## src/rtl/fwd_hazard_ctrl.sv

```systemverilog
// EX-stage forwarding select and load-use stall control.
// Shadows rd/regwrite/memread of the instructions in EX, MEM and WB beside the ID/EX register.
module fwd_hazard_ctrl #(
    parameter int RA_W  = 5,
    parameter int CNT_W = 32
) (
    input  logic             clk,
    input  logic             reset,
    input  logic [31:0]      id_instr,
    input  logic             id_valid,
    input  logic             id_reg_write,
    input  logic             id_mem_read,
    input  logic             branch_flush,
    output logic             stall,
    output logic [1:0]       Forward_A,
    output logic [1:0]       Forward_B,
    output logic [CNT_W-1:0] stall_count
);

    localparam logic [6:0] OP_LUI    = 7'b0110111;
    localparam logic [6:0] OP_AUIPC  = 7'b0010111;
    localparam logic [6:0] OP_JAL    = 7'b1101111;
    localparam logic [6:0] OP_RTYPE  = 7'b0110011;
    localparam logic [6:0] OP_STORE  = 7'b0100011;
    localparam logic [6:0] OP_BRANCH = 7'b1100011;

    logic [6:0]      opcode;
    logic [RA_W-1:0] rs1, rs2, rd;
    logic            rs1_used, rs2_used;

    logic            ex_valid_q, ex_valid_d;
    logic [RA_W-1:0] ex_rd_q, ex_rd_d;
    logic            ex_rw_q, ex_rw_d;
    logic            ex_mr_q, ex_mr_d;
    logic            mem_valid_q, mem_rw_q;
    logic [RA_W-1:0] mem_rd_q;
    logic            wb_valid_q, wb_rw_q;
    logic [RA_W-1:0] wb_rd_q;
    logic [1:0]      fwd_a_q, fwd_a_d, fwd_b_q, fwd_b_d;
    logic [CNT_W-1:0] cnt_q, cnt_d;

    logic ex_hit1, ex_hit2, mem_hit1, mem_hit2, load_ex;

    assign opcode   = id_instr[6:0];
    assign rs1      = id_instr[15 +: RA_W];
    assign rs2      = id_instr[20 +: RA_W];
    assign rd       = id_instr[7 +: RA_W];
    assign rs1_used = !(opcode == OP_LUI || opcode == OP_AUIPC || opcode == OP_JAL);
    assign rs2_used = (opcode == OP_RTYPE) || (opcode == OP_STORE) || (opcode == OP_BRANCH);

    function automatic logic match(input logic used, input logic [RA_W-1:0] src,
                                   input logic v, input logic rw, input logic [RA_W-1:0] prd);
        return used && v && rw && (prd != '0) && (prd == src);
    endfunction

    assign ex_hit1  = match(rs1_used, rs1, ex_valid_q, ex_rw_q, ex_rd_q);
    assign ex_hit2  = match(rs2_used, rs2, ex_valid_q, ex_rw_q, ex_rd_q);
    assign mem_hit1 = match(rs1_used, rs1, mem_valid_q, mem_rw_q, mem_rd_q);
    assign mem_hit2 = match(rs2_used, rs2, mem_valid_q, mem_rw_q, mem_rd_q);

    // A flush squashes the ID instruction, so it never stalls and never counts.
    assign stall   = id_valid && !branch_flush && ex_valid_q && ex_mr_q && (ex_hit1 || ex_hit2);
    assign load_ex = id_valid && !branch_flush && !stall;

    always_comb begin
        ex_valid_d = 1'b0;
        ex_rd_d    = '0;
        ex_rw_d    = 1'b0;
        ex_mr_d    = 1'b0;
        fwd_a_d    = 2'b00;
        fwd_b_d    = 2'b00;
        cnt_d      = cnt_q;
        if (load_ex) begin
            ex_valid_d = 1'b1;
            ex_rd_d    = rd;
            ex_rw_d    = id_reg_write;
            ex_mr_d    = id_mem_read;
            // The EX producer is younger than the MEM one, so it takes priority.
            fwd_a_d    = ex_hit1 ? 2'b10 : (mem_hit1 ? 2'b01 : 2'b00);
            fwd_b_d    = ex_hit2 ? 2'b10 : (mem_hit2 ? 2'b01 : 2'b00);
        end
        if (stall && !(&cnt_q)) begin
            cnt_d = cnt_q + CNT_W'(1);
        end
    end

    always_ff @(posedge clk or posedge reset) begin
        if (reset) begin
            ex_valid_q  <= 1'b0;
            ex_rd_q     <= '0;
            ex_rw_q     <= 1'b0;
            ex_mr_q     <= 1'b0;
            mem_valid_q <= 1'b0;
            mem_rd_q    <= '0;
            mem_rw_q    <= 1'b0;
            wb_valid_q  <= 1'b0;
            wb_rd_q     <= '0;
            wb_rw_q     <= 1'b0;
            fwd_a_q     <= 2'b00;
            fwd_b_q     <= 2'b00;
            cnt_q       <= '0;
        end else begin
            ex_valid_q  <= ex_valid_d;
            ex_rd_q     <= ex_rd_d;
            ex_rw_q     <= ex_rw_d;
            ex_mr_q     <= ex_mr_d;
            mem_valid_q <= ex_valid_q;
            mem_rd_q    <= ex_rd_q;
            mem_rw_q    <= ex_rw_q;
            wb_valid_q  <= mem_valid_q;
            wb_rd_q     <= mem_rd_q;
            wb_rw_q     <= mem_rw_q;
            fwd_a_q     <= fwd_a_d;
            fwd_b_q     <= fwd_b_d;
            cnt_q       <= cnt_d;
        end
    end

    // WB is shadowed for completeness; the write-first register file covers distance 3.
    logic unused_bits;
    assign unused_bits = ^{wb_valid_q, wb_rd_q, wb_rw_q, id_instr[31:25], id_instr[14:12]};

    assign Forward_A   = fwd_a_q;
    assign Forward_B   = fwd_b_q;
    assign stall_count = cnt_q;

endmodule

```

## config.mk

```make
export PLATFORM = sky130hd
export DESIGN_NAME = fwd_hazard_ctrl
export DESIGN_NICKNAME = d
export VERILOG_FILES = /design/src/rtl/fwd_hazard_ctrl.sv
export SDC_FILE = /design/constraint.sdc
export NUM_CORES = 1
export LEC_CHECK = 0
export ABC_CLOCK_PERIOD_IN_PS = 3000
export BUFFER_PORTS_ARGS = -buffer_cell sky130_fd_sc_hd__buf_2
export CAP_MARGIN = 10
export CORE_MARGIN = 2
export CORE_UTILIZATION = 52
export DETAILED_ROUTE_END_ITERATION = 10
export PLACE_DENSITY = 0.84
export SLEW_MARGIN = 20
export SYNTH_ARGS = -nofsm -noshare
export SYNTH_HDL_FRONTEND = slang
export SYNTH_SLANG_ARGS = --single-unit
```

## constraint.sdc

```tcl
create_clock -name clk -period 3 [get_ports clk]
set_input_delay 0.15 -clock clk [delete_from_list [all_inputs] [get_ports clk]]
set_output_delay 0.15 -clock clk [all_outputs]
set_load 0.01 [all_outputs]
```

Word level (Yosys, flattened, before mapping)
Index checks and enable logic that the tools add are counted.

$add $sub $neg: 1. Eq/ne operators: 10. Mux-type cells: 10. Reduce and logical (&&, ||, !) cells: 34.

Operators with widths (number): 32-bit by 1-bit adder with 32-bit output, second input constant (1); 32-bit AND reduction (1); 1-bit logical AND (22); 7-bit by 6-bit == test with 1-bit output, second input constant (3); 5-bit == test (4); 7-bit == test, second input constant (2); 5-bit nonzero test (2); 2-bit 2-to-1 mux (4); 7-bit by 5-bit == test with 1-bit output, second input constant (1); 1-bit logical OR (5); 1-bit 2-to-1 mux (5); 5-bit 2-to-1 mux (1); 1-bit logical NOT (4).

Bits in registers: 51. Input bits: 38. Output and inout bits: 37. Logic and storage cells: 65.

Logic depth before layout (Yosys ltp)
Gate-level depths: netlist of the first run.

Depth in word-level cells: 13. Depth in mapped cells: 8. Mapped depth without buffers: 6.

Worst setup path after synthesis of the first run
Ideal clock, no wire load.

Path kind: register to register. From: reg ex_rd_q[4]. To: reg cnt_q[1], in the netlist stall_count[1]. Setup time: 128 ps. Data arrival time: 2078 ps. Data required time: 2872 ps. Setup slack: 795 ps. Stages on the path, launching flop included: 8. Path through: dfrtp_1 > xor2_1 > or4_4 > nor4_4 > o2bb2a_4 > buf_6 > nor2_1 > mux2_1.

Cells in the longest elaborated chain, start to end: 6.

RTL lines: start: declaration (line 32) `logic [RA_W-1:0] ex_rd_q, ex_rd_d;`; start signal: assignment (line 104) `ex_rd_q <= ex_rd_d;`; 5-bit nonzero test (line 53) `return used && v && rw && (prd != '0) && (prd == src);`; 1-bit logical AND (2 in a row) (line 53); 1-bit logical OR (*) (line 62) `assign stall = id_valid && !branch_flush && ex_valid_q && ex_mr_q && (ex_hit1 || ex_hit2);`; 1-bit logical AND (*) (line 62); 1-bit logical AND (*) (line 82) `if (stall && !(&cnt_q)) begin`; end signal: assignment (line 115) `cnt_q <= cnt_d;`; end: declaration (line 40) `logic [CNT_W-1:0] cnt_q, cnt_d;`.

Mark *: on every way between the ends. The rest lies on a longest branch, timed or not. A chain may end at the register's enable or synchronous reset.

Final worst setup path of the first run
From: reg ex_rd_q[1]. To: reg cnt_q[1], in the netlist stall_count[1].

The elaborated chain is that of the path after synthesis.

==> results.yml, run 1 <==
clocking:
  cts_setup_buffers: 0
  postCtsResizedCells: 0
  cts_max_level: 2
  cts_tree: "done"
  clk_latency_ns: 0.30
  numCtsBuffers: 5
  root_buffer: "clkbuf_8"
  cts.hold.buffers_added: 0
  cts_num_sinks: 51
  clkTransAtPathRegs_ns: 0.09
  cts_buffer_depth: 2
finish:
  nFillCells: 398
  final_nets: 347
  insertedDiodeCount: 0
  syn2layout_area_growth_pct: 19.4
  regArea_um2: 1280
  multi_input_area_um2: 1330
  drive_gt1_frac: 0.337
sta:
  hold_viol: 24
  tns_ns: 0
  period_share: 0.839
  setup_viol: 0
  slew_headroom: 0.431
  fin_skew_ns: 0.00962
  finalCriticalPeriod_ns: 2.52
  worst_pin_slew_ns: 0.852
  whs_ns: -0.0238
  final-max-slew-violation-count: 0
  fmax_mhz: 398
  rsz0062_at_grt: "no"
synthesis:
  synth_commonest_cells: "51 x dfrtp_1, 46 x xor2_1, 16 x nand2_1, 16 x nand3_1, 14 x nor2_1"
  syn_avg_cell_area_um2: 11.1
  yosysMostFrequentCell: "dfrtp_1"
  synth_top_area_frac: 0.479
  syn_inst: 241
  ys_warn_count: 0
  synth_flop_cell: "dfrtp_1"
  ys_top_cells_by_area: "dfrtp_1 48%, xor2_1 15%, nor4_2 4.7%"
  synthArstFlopShare: 1.00
  synth_edf_count: 0
  synth_cell_types: 37
  synth_nets: 280
  synth_seq_area_share: 0.479
  synth_area_leader_cell: "dfrtp_1"
  netlist_area_um2: 2670
  ys_ff_latch: 51
floorplan:
  fp.dieH_um: 75.6
  num_rows: 26
  die_w_um: 75.6
  core_um2: 5040
  ios: 75
  initial_utilization: 0.529
  dieArea_um2: 5720
power:
  powerDensity_nw_per_um2: 400
  irDropWorstVdd_mv: 0.245
  finalPower_w: 0.00127
  leakage_nw: 1.67
detailed_routing:
  via_count: 1961
  firstDrtPassIters: 4
  routed_wl_mm: 5.22
  drc: 0
  drtIter0Drc: 91
  wl_per_cell_um: 13.8
  via_per_inst: 5.17
  ant_nets: 0
worst_setup_path:
  path_class: "register to register"
  path_cells: "or4_1, nor2_1, nor4_4, o2bb2a_4, nor2_1, mux2_1"
  slowest_stage: "o2bb2a_4"
  crit_arrival_ns: 2.70
  endpoint_kind: "register"
  cp_max_fo: 39
  cpMostUsedCell: "nor2_1"
  max_stage_delay_ns: 0.58
  required_ns: 3.19
  critPathLaunchType: "register"
worst_hold_path:
  hold_class: "input port to asynchronous set/reset pin"
job:
  cap_viol_max_count: 0
global_route:
  grt_pass1_wl_mm: 8.57
  grt_pass1_vias: 1929
  grt_antenna_before_repair: 0
  grt_max_degree: 52
  grt_overflow: 0
  grt_usage: 0.200
status:
  status: "finished, violations left"
  violations: "hold timing"
placed_design:
  dp_hpwl_mm: 3.78
  io_buffers: 64
  gp_congestion: 0.860
[layout by cell type (no fill, tap or decap), types with 2 or more instances in the layout]
| master | count |
|---|---|
| and4_1 | 3 |
| nand2_1 | 16 |
| xor2_1 | 46 |
| nor4b_2 | 3 |
| and3_1 | 11 |
| nor2_1 | 14 |
| nor4_2 | 10 |
| nor3_1 | 11 |
| inv_1 | 3 |
| buf_2 | 64 |
| nand2b_1 | 3 |
| buf_4 | 2 |
| xnor2_1 | 5 |
| clkinv_2 | 2 |
| nor3_2 | 9 |
| and2_1 | 4 |
| nor2b_1 | 2 |
| nand4_1 | 6 |
| dfrtp_1 | 51 |
| or3_1 | 2 |
| or4_1 | 3 |
| nand3_1 | 16 |
| clkbuf_8 | 6 |
[power by group]
part | internal [W] | switching [W] | total [W]
Combinational | 0.0000321 | 0.0000456 | 0.0000777
Sequential | 0.000695 | 0.00000805 | 0.000703
Clock | 0.000270 | 0.000224 | 0.000494
[path summary, 6_finish.rpt]
path | from | end | cells after the start | slack (ns)
min in group clk | id_mem_read | ex_mr_q$_DFF_PP0_ | 2 | 0.08
hold reg to reg | ex_rw_q$_DFF_PP0_ | mem_rw_q$_DFF_PP0_ | 0 | 0.38
max in group asynchronous | reset | stall_count[6]$_DFFE_PP0P_ | 2 | 2.50
hold / removal | reset | stall_count[17]$_DFFE_PP0P_ | 2 | -0.02
setup reg to reg | ex_rd_q[1]$_DFF_PP0_ | stall_count[1]$_DFFE_PP0P_ | 6 | 0.48
setup / recovery | ex_rd_q[1]$_DFF_PP0_ | stall_count[1]$_DFFE_PP0P_ | 6 | 0.48
[cell type report]
class,count,area share
multi-input cells,178,0.417
clock inverters,2,0.0110
repair buffers,67,0.112
well taps,70,0.0275
clock buffers,6,0.0259
flip-flops and latches,51,0.401
inverters,5,0.00629
[sequential cells by signal, summed over array words and instances (netlist names), 2 cells and up]
signal       count
Forward_A        2
Forward_B        2
stall_count     32
ex_rd_q          5
mem_rd_q         5
[through the flow]
stage	hold WS, ns	setup slack [ns]	cells	cell area (µm²)	utilization
finish	-0.0238	0.484	379	3180	0.631
global route	0.0596	0.338	379	3180	0.631
CTS	0.0649	0.463	379	3180	0.631
detailed placement	0.371	0.490	371	3060	0.608
global placement	0.357	0.512	371	3060	0.608
floorplan	0.303	0.795	241	2670	-
[worst max-delay path, delay by kind of cell (launching register included)]
kind / cells / cell delay (ns)
AND/OR/NAND/NOR: 4 / 1.05
AO/OA/AOI/OAI: 1 / 0.58
flip-flops: 1 / 0.43
multiplexers: 1 / 0.33
[routing by layer]
metal	global-route usage	vias to the layer above	part of all wire
li1	-	974	-
met1	0.251	927	0.46
met2	0.333	54	0.48
met3	0.0476	6	0.051
met4	0.0838	0	0.011
met5	0	-	0
[kinds of logic after synthesis]
logic type,count (synthesis),synth area share
and+or+nand+nor,120,0.302
xor gates and xnor gates,51,0.168
DFF,51,0.479
buffers and inverters,12,0.0239
AOI/OAI and AO/OA,5,0.0188
muxes,1,0.00422
adders and majority gates,1,0.00469
No activity file was read; power rests on OpenSTA's default activity.
==> run 2, diff against run 1 <==
- ABC_CLOCK_PERIOD_IN_PS: 3000 -> 2200
- CORE_UTILIZATION: 52 -> 47
- PLACE_DENSITY: 0.84 -> 0.8
- clock period: 3 -> 2.2 ns (I/O delays scaled with it)
==> run 2 against run 1 <==
The run ends with setup timing left. Worst hold slack gained 0.051 ns. Via count grew 7.2%. Critical endpoint is now stall_count[23]$_DFFE_PP0P_. Clock power grew 22%. Fmax up 11%. Sequential share of layout area decreased by 3.9 points. Routed wire length up 12%. First-iteration DRC count decreased by 32%. Final cell count rose by 5.8%. Largest cell class unchanged. Core utilization is 0.86 points higher. Clock skew down 0.0024 ns. Register-to-register slack worse by 0.55 ns.
==> results.yml, run 2 (synthesis results as in run 1) <==
placed_design:
  dp_hpwl_mm: 4.24
  post_dp_cell_area_um2: 3190
  gp_congestion: 0.831
  preCtsSetupSlack_ns: -0.0561
  io_buffers: 64
job:
  cap_viol_max_count: 0
power:
  finalPower_w: 0.00169
  powerDensity_nw_per_um2: 478
  irDropWorstVdd_mv: 0.229
  leakage_nw: 1.79
clocking:
  clkTransAtPathRegs_ns: 0.09
  root_buffer: "clkbuf_8"
  cts_buffer_depth: 2
  cts_tree: "done"
  cts_max_level: 2
  numCtsBuffers: 5
  cts_num_sinks: 51
  clk_latency_ns: 0.31
floorplan:
  core_um2: 5510
  num_rows: 27
  ios: 75
  dieArea_um2: 6290
  initial_utilization: 0.484
  die_w_um: 79.3
  fp.dieH_um: 79.3
detailed_routing:
  firstDrtPassIters: 4
  routed_wl_mm: 5.87
  via_count: 2102
  via_per_inst: 5.24
  wl_per_cell_um: 14.6
  drc: 0
  drtIter0Drc: 62
  ant_nets: 0
worst_setup_path:
  required_ns: 2.45
  slowest_stage: "or4_4"
  critPathLaunchType: "register"
  path_class: "register to register"
  r2r_cells: 7
  endpoint_kind: "register"
  max_stage_delay_ns: 0.54
  crit_arrival_ns: 2.51
  cpMostUsedCell: "xor2_1"
  cp_max_fo: 10
  path_cells: "xor2_1, or4_4, nor4_4, o2bb2a_4, buf_12, nor4_2, xor2_1"
sta:
  final-max-slew-violation-count: 0
  fmax_mhz: 441
  worst_pin_slew_ns: 0.657
  whs_ns: 0.0269
  setup_viol: 17
  period_share: 1.03
  hold_viol: 0
  rsz0062_at_grt: "yes"
  setup_ws_ns: -0.0663
  fin_skew_ns: 0.00717
  slew_headroom: 0.562
  finalCriticalPeriod_ns: 2.27
  tns_ns: -0.570
status:
  violations: "setup timing"
  status: "finished, violations left"
worst_hold_path:
  hold_class: "input port to register"
  hold_path_depth: 2
finish:
  drive_gt1_frac: 0.407
  syn2layout_area_growth_pct: 32.1
  insertedDiodeCount: 0
  final_cell_mix: "64 x buf_2, 51 x dfrtp_1, 46 x xor2_1, 18 x buf_4, 16 x nand3_1"
  final_area_um2: 3520
  final_common_cell: "buf_2"
  largest_reg_flops: 32
  final_nets: 367
global_route:
  grt_usage: 0.196
  grt_max_degree: 52
  grt_pass1_vias: 2082
  grt_pass1_wl_mm: 9.58
  grt_antenna_before_repair: 0
  grt_overflow: 0
## run 2: through the flow
stage,cells,utilization
global placement,388,0.580
finish,401,0.640
CTS,399,0.617
floorplan,241,-
detailed placement,388,0.580
global route,401,0.640
## run 2: layout make-up
class,instances,area (µm²)
Timing Repair Buffer,87,532
Tap cell,72,90.1
Inverter,5,18.8
Multi-Input combinational cell,178,1500
Clock buffer,7,96.3
Fill cell,440,1980
Sequential cell,51,1280
Clock inverter,1,7.51
## run 2: path summary, 6_finish.rpt
path,startpoint,endpoint,slack (ns)
worst max-delay path,ex_rd_q[4]$_DFF_PP0_,stall_count[23]$_DFFE_PP0P_,-0.07
worst min-delay path,id_instr[8],ex_rd_q[1]$_DFF_PP0_,0.03
worst max register to register,ex_rd_q[4]$_DFF_PP0_,stall_count[23]$_DFFE_PP0P_,-0.07
worst min register to register,ex_rw_q$_DFF_PP0_,mem_rw_q$_DFF_PP0_,0.39
max in group asynchronous,reset,stall_count[3]$_DFFE_PP0P_,1.25
min in group asynchronous,reset,stall_count[17]$_DFFE_PP0P_,0.51
## run 2: timing repair
| action | in CTS | in global routing |
|---|---|---|
| hold buffers | 1 | 0 |
| gates resized for setup | 10 | 21 |
| setup endpoints to repair | 18 | 41 |
| setup buffers | 2 | 2 |
| pin swaps | 4 | 10 |
| endpoints found under the hold margin | 51 | 0 |
## run 2: worst max-delay path, delay by kind of cell, from the launching register on
| kind | cells | cell delay [ns] |
|---|---|---|
| XOR/XNOR | 2 | 0.36 |
| AND/OR/NAND/NOR | 3 | 1.03 |
| flip-flops | 1 | 0.41 |
| AO/OA/AOI/OAI | 1 | 0.24 |
| buffers and inverters | 1 | 0.16 |
## run 2: metal layers
layer | part of all wire | track usage | routed length (µm)
met5 | 0 | 0 | 0
met4 | 0.018 | 0.0759 | 107
met3 | 0.047 | 0.0432 | 277
met2 | 0.50 | 0.331 | 2910
met1 | 0.44 | 0.245 | 2580
## run 2: power by group
part | total, W | leakage (nW) | switching, W | internal [W]
logic | 0.000126 | 1.04 | 0.0000699 | 0.0000565
registers | 0.000956 | 0.699 | 0.00000883 | 0.000948
clock network | 0.000603 | 0.0505 | 0.000316 | 0.000287
==> run 3, diff against run 2 <==
- ABC_AREA: unset -> 0
- SETUP_SLACK_MARGIN: unset -> 0.2
==> run 3 against run 2 <==
The run still ends with setup timing left. Core utilization is 5.2 points higher. Combinational power is 7% higher. Non-clock buffer count is 11 higher. Cell area is 8.2% higher. Critical path depth stayed put. Power is 4.1% lower. Via count is 6.5% higher. Worst hold slack better by 0.038 ns. Die area stayed put. Global-route usage is 2.6 points higher. Clock skew is 0.0012 ns lower. Critical path type unchanged. Largest cell class unchanged.
==> results.yml, run 3 (synthesis results as in run 1) <==
finish:
  nFillCells: 396
  insertedDiodeCount: 0
  final_common_cell: "buf_2"
  largest_reg_flops: 32
  syn2layout_area_growth_pct: 43.0
  postLayoutCoreUtil: 0.692
  final_nets: 379
  final_cell_mix: "64 x buf_2, 51 x dfrtp_1, 45 x xor2_1, 19 x buf_4"
  stdcell_count: 413
  regArea_um2: 1280
  final_area_um2: 3810
  multi_input_area_um2: 1680
  drive_gt1_frac: 0.457
worst_setup_path:
  path_class: "register to register"
  crit_arrival_ns: 2.52
  max_stage_delay_ns: 0.54
  critPathLaunchType: "register"
  r2r_end: "stall_count[31]$_DFFE_PP0P_"
  path_cells: "xor2_1, or4_4, nor4_4, buf_4, o2bb2a_4, nor4b_4, xor2_1"
  slowest_stage: "or4_4"
  required_ns: 2.43
  reg2reg_slack_ns: -0.09
  endpoint_kind: "register"
  endpoint: "stall_count[31]$_DFFE_PP0P_"
  r2r_cells: 7
  cp_max_fo: 5
  critPathLaunch: "ex_rd_q[4]$_DFF_PP0_"
  r2r-start: "ex_rd_q[4]$_DFF_PP0_"
  cpMostUsedCell: "xor2_1"
sta:
  slew_headroom: 0.577
  worst_pin_slew_ns: 0.634
  period_share: 1.04
  hold_viol: 0
  fmax_mhz: 436
  rsz0062_at_grt: "yes"
  finalCriticalPeriod_ns: 2.29
  tns_ns: -0.501
  setup_ws_ns: -0.0931
  fin_skew_ns: 0.00596
  final-max-slew-violation-count: 0
  setup_viol: 11
global_route:
  grt_max_degree: 52
  grt_overflow: 0
  grt_pass1_vias: 2206
  grt_pass1_wl_mm: 10.9
  grt_usage: 0.222
  grt_antenna_before_repair: 0
floorplan:
  ios: 75
  num_rows: 27
  fp.dieH_um: 79.3
  dieArea_um2: 6290
  initial_utilization: 0.484
  die_w_um: 79.3
  core_um2: 5510
clocking:
  clk_latency_ns: 0.30
  numCtsBuffers: 5
  clkTransAtPathRegs_ns: 0.09
  cts_max_level: 2
  cts_tree: "done"
  root_buffer: "clkbuf_8"
  cts_buffer_depth: 2
  cts_num_sinks: 51
placed_design:
  post_dp_cell_area_um2: 3220
  gp_congestion: 0.865
  io_buffers: 64
  post-place-cells: 389
  preCtsSetupSlack_ns: -0.0751
  dp_hpwl_mm: 4.18
job:
  cap_viol_max_count: 0
detailed_routing:
  via_per_inst: 5.42
  via_count: 2239
  wl_per_cell_um: 16.1
  routed_wl_mm: 6.66
  drc: 0
  ant_nets: 0
  drtIter0Drc: 122
  firstDrtPassIters: 4
power:
  powerDensity_nw_per_um2: 424
  irDropWorstVdd_mv: 0.280
  leakage_nw: 1.88
status:
  status: "finished, violations left"
  violations: "setup timing"
worst_hold_path:
  hold_class: "input port to register"
run 3: worst min path at each step:
stage               cells after the start    startpoint                      to  slack [ns]
floorplan                               1   id_mem_read       ex_mr_q$_DFF_PP0_        0.26
global placement                        3         reset  Forward_A[0]$_DFF_PP0_        0.32
detailed placement                      3         reset  Forward_A[1]$_DFF_PP0_        0.32
CTS                                     2   id_instr[8]    ex_rd_q[1]$_DFF_PP0_        0.03
global route                            2  id_reg_write       ex_rw_q$_DFF_PP0_        0.06
finish                                  2   id_instr[9]    ex_rd_q[2]$_DFF_PP0_        0.07
run 3: power by group:
part | switching (W) | leakage, nW | internal, W
Sequential | 0.00000992 | 0.699 | 0.000948
Clock | 0.000300 | 0.0422 | 0.000224
Combinational | 0.0000719 | 1.14 | 0.0000628
Total | 0.000381 | 1.88 | 0.00123
run 3: worst max-delay path: cells and delay by family (launching register included):
family	cells	cell delay, ns
AND/OR/NAND/NOR	3	1.10
flip-flops	1	0.40
XOR/XNOR	2	0.35
AO/OA/AOI/OAI	1	0.21
buffers and inverters	1	0.18
run 3: what timing repair did:
| action | CTS | global route |
|---|---|---|
| hold buffers | 1 | 0 |
| setup buffers | 12 | 1 |
| cloned | 1 | 1 |
| gates resized for setup | 34 | 32 |
| pin swaps | 17 | 38 |
| setup endpoints to repair | 44 | 45 |
| endpoints found under the hold margin | 27 | 0 |
run 3: metrics by stage:
stage	hold slack [ns]	total power, W
floorplan	0.263	0.00104
global placement	0.315	0.00109
detailed placement	0.320	0.00109
CTS	0.0347	0.00162
global route	0.0600	0.00169
finish	0.0652	0.00162
run 3: final cells by class:
cell class,count,area share
multi-input combinational,179,0.440
sequential,51,0.335
clock inverter,1,0.00131
inverter,5,0.00492
clock buffer,7,0.0200
tap,72,0.0236
timing repair buffer,98,0.175
run 3: per-layer routing:
| metal | GRT usage | routed length, µm |
|---|---|---|
| met2 | 0.375 | 3360 |
| met5 | 0 | 0 |
| met3 | 0.0443 | 334 |
| met1 | 0.294 | 2870 |
| met4 | 0.0517 | 93 |
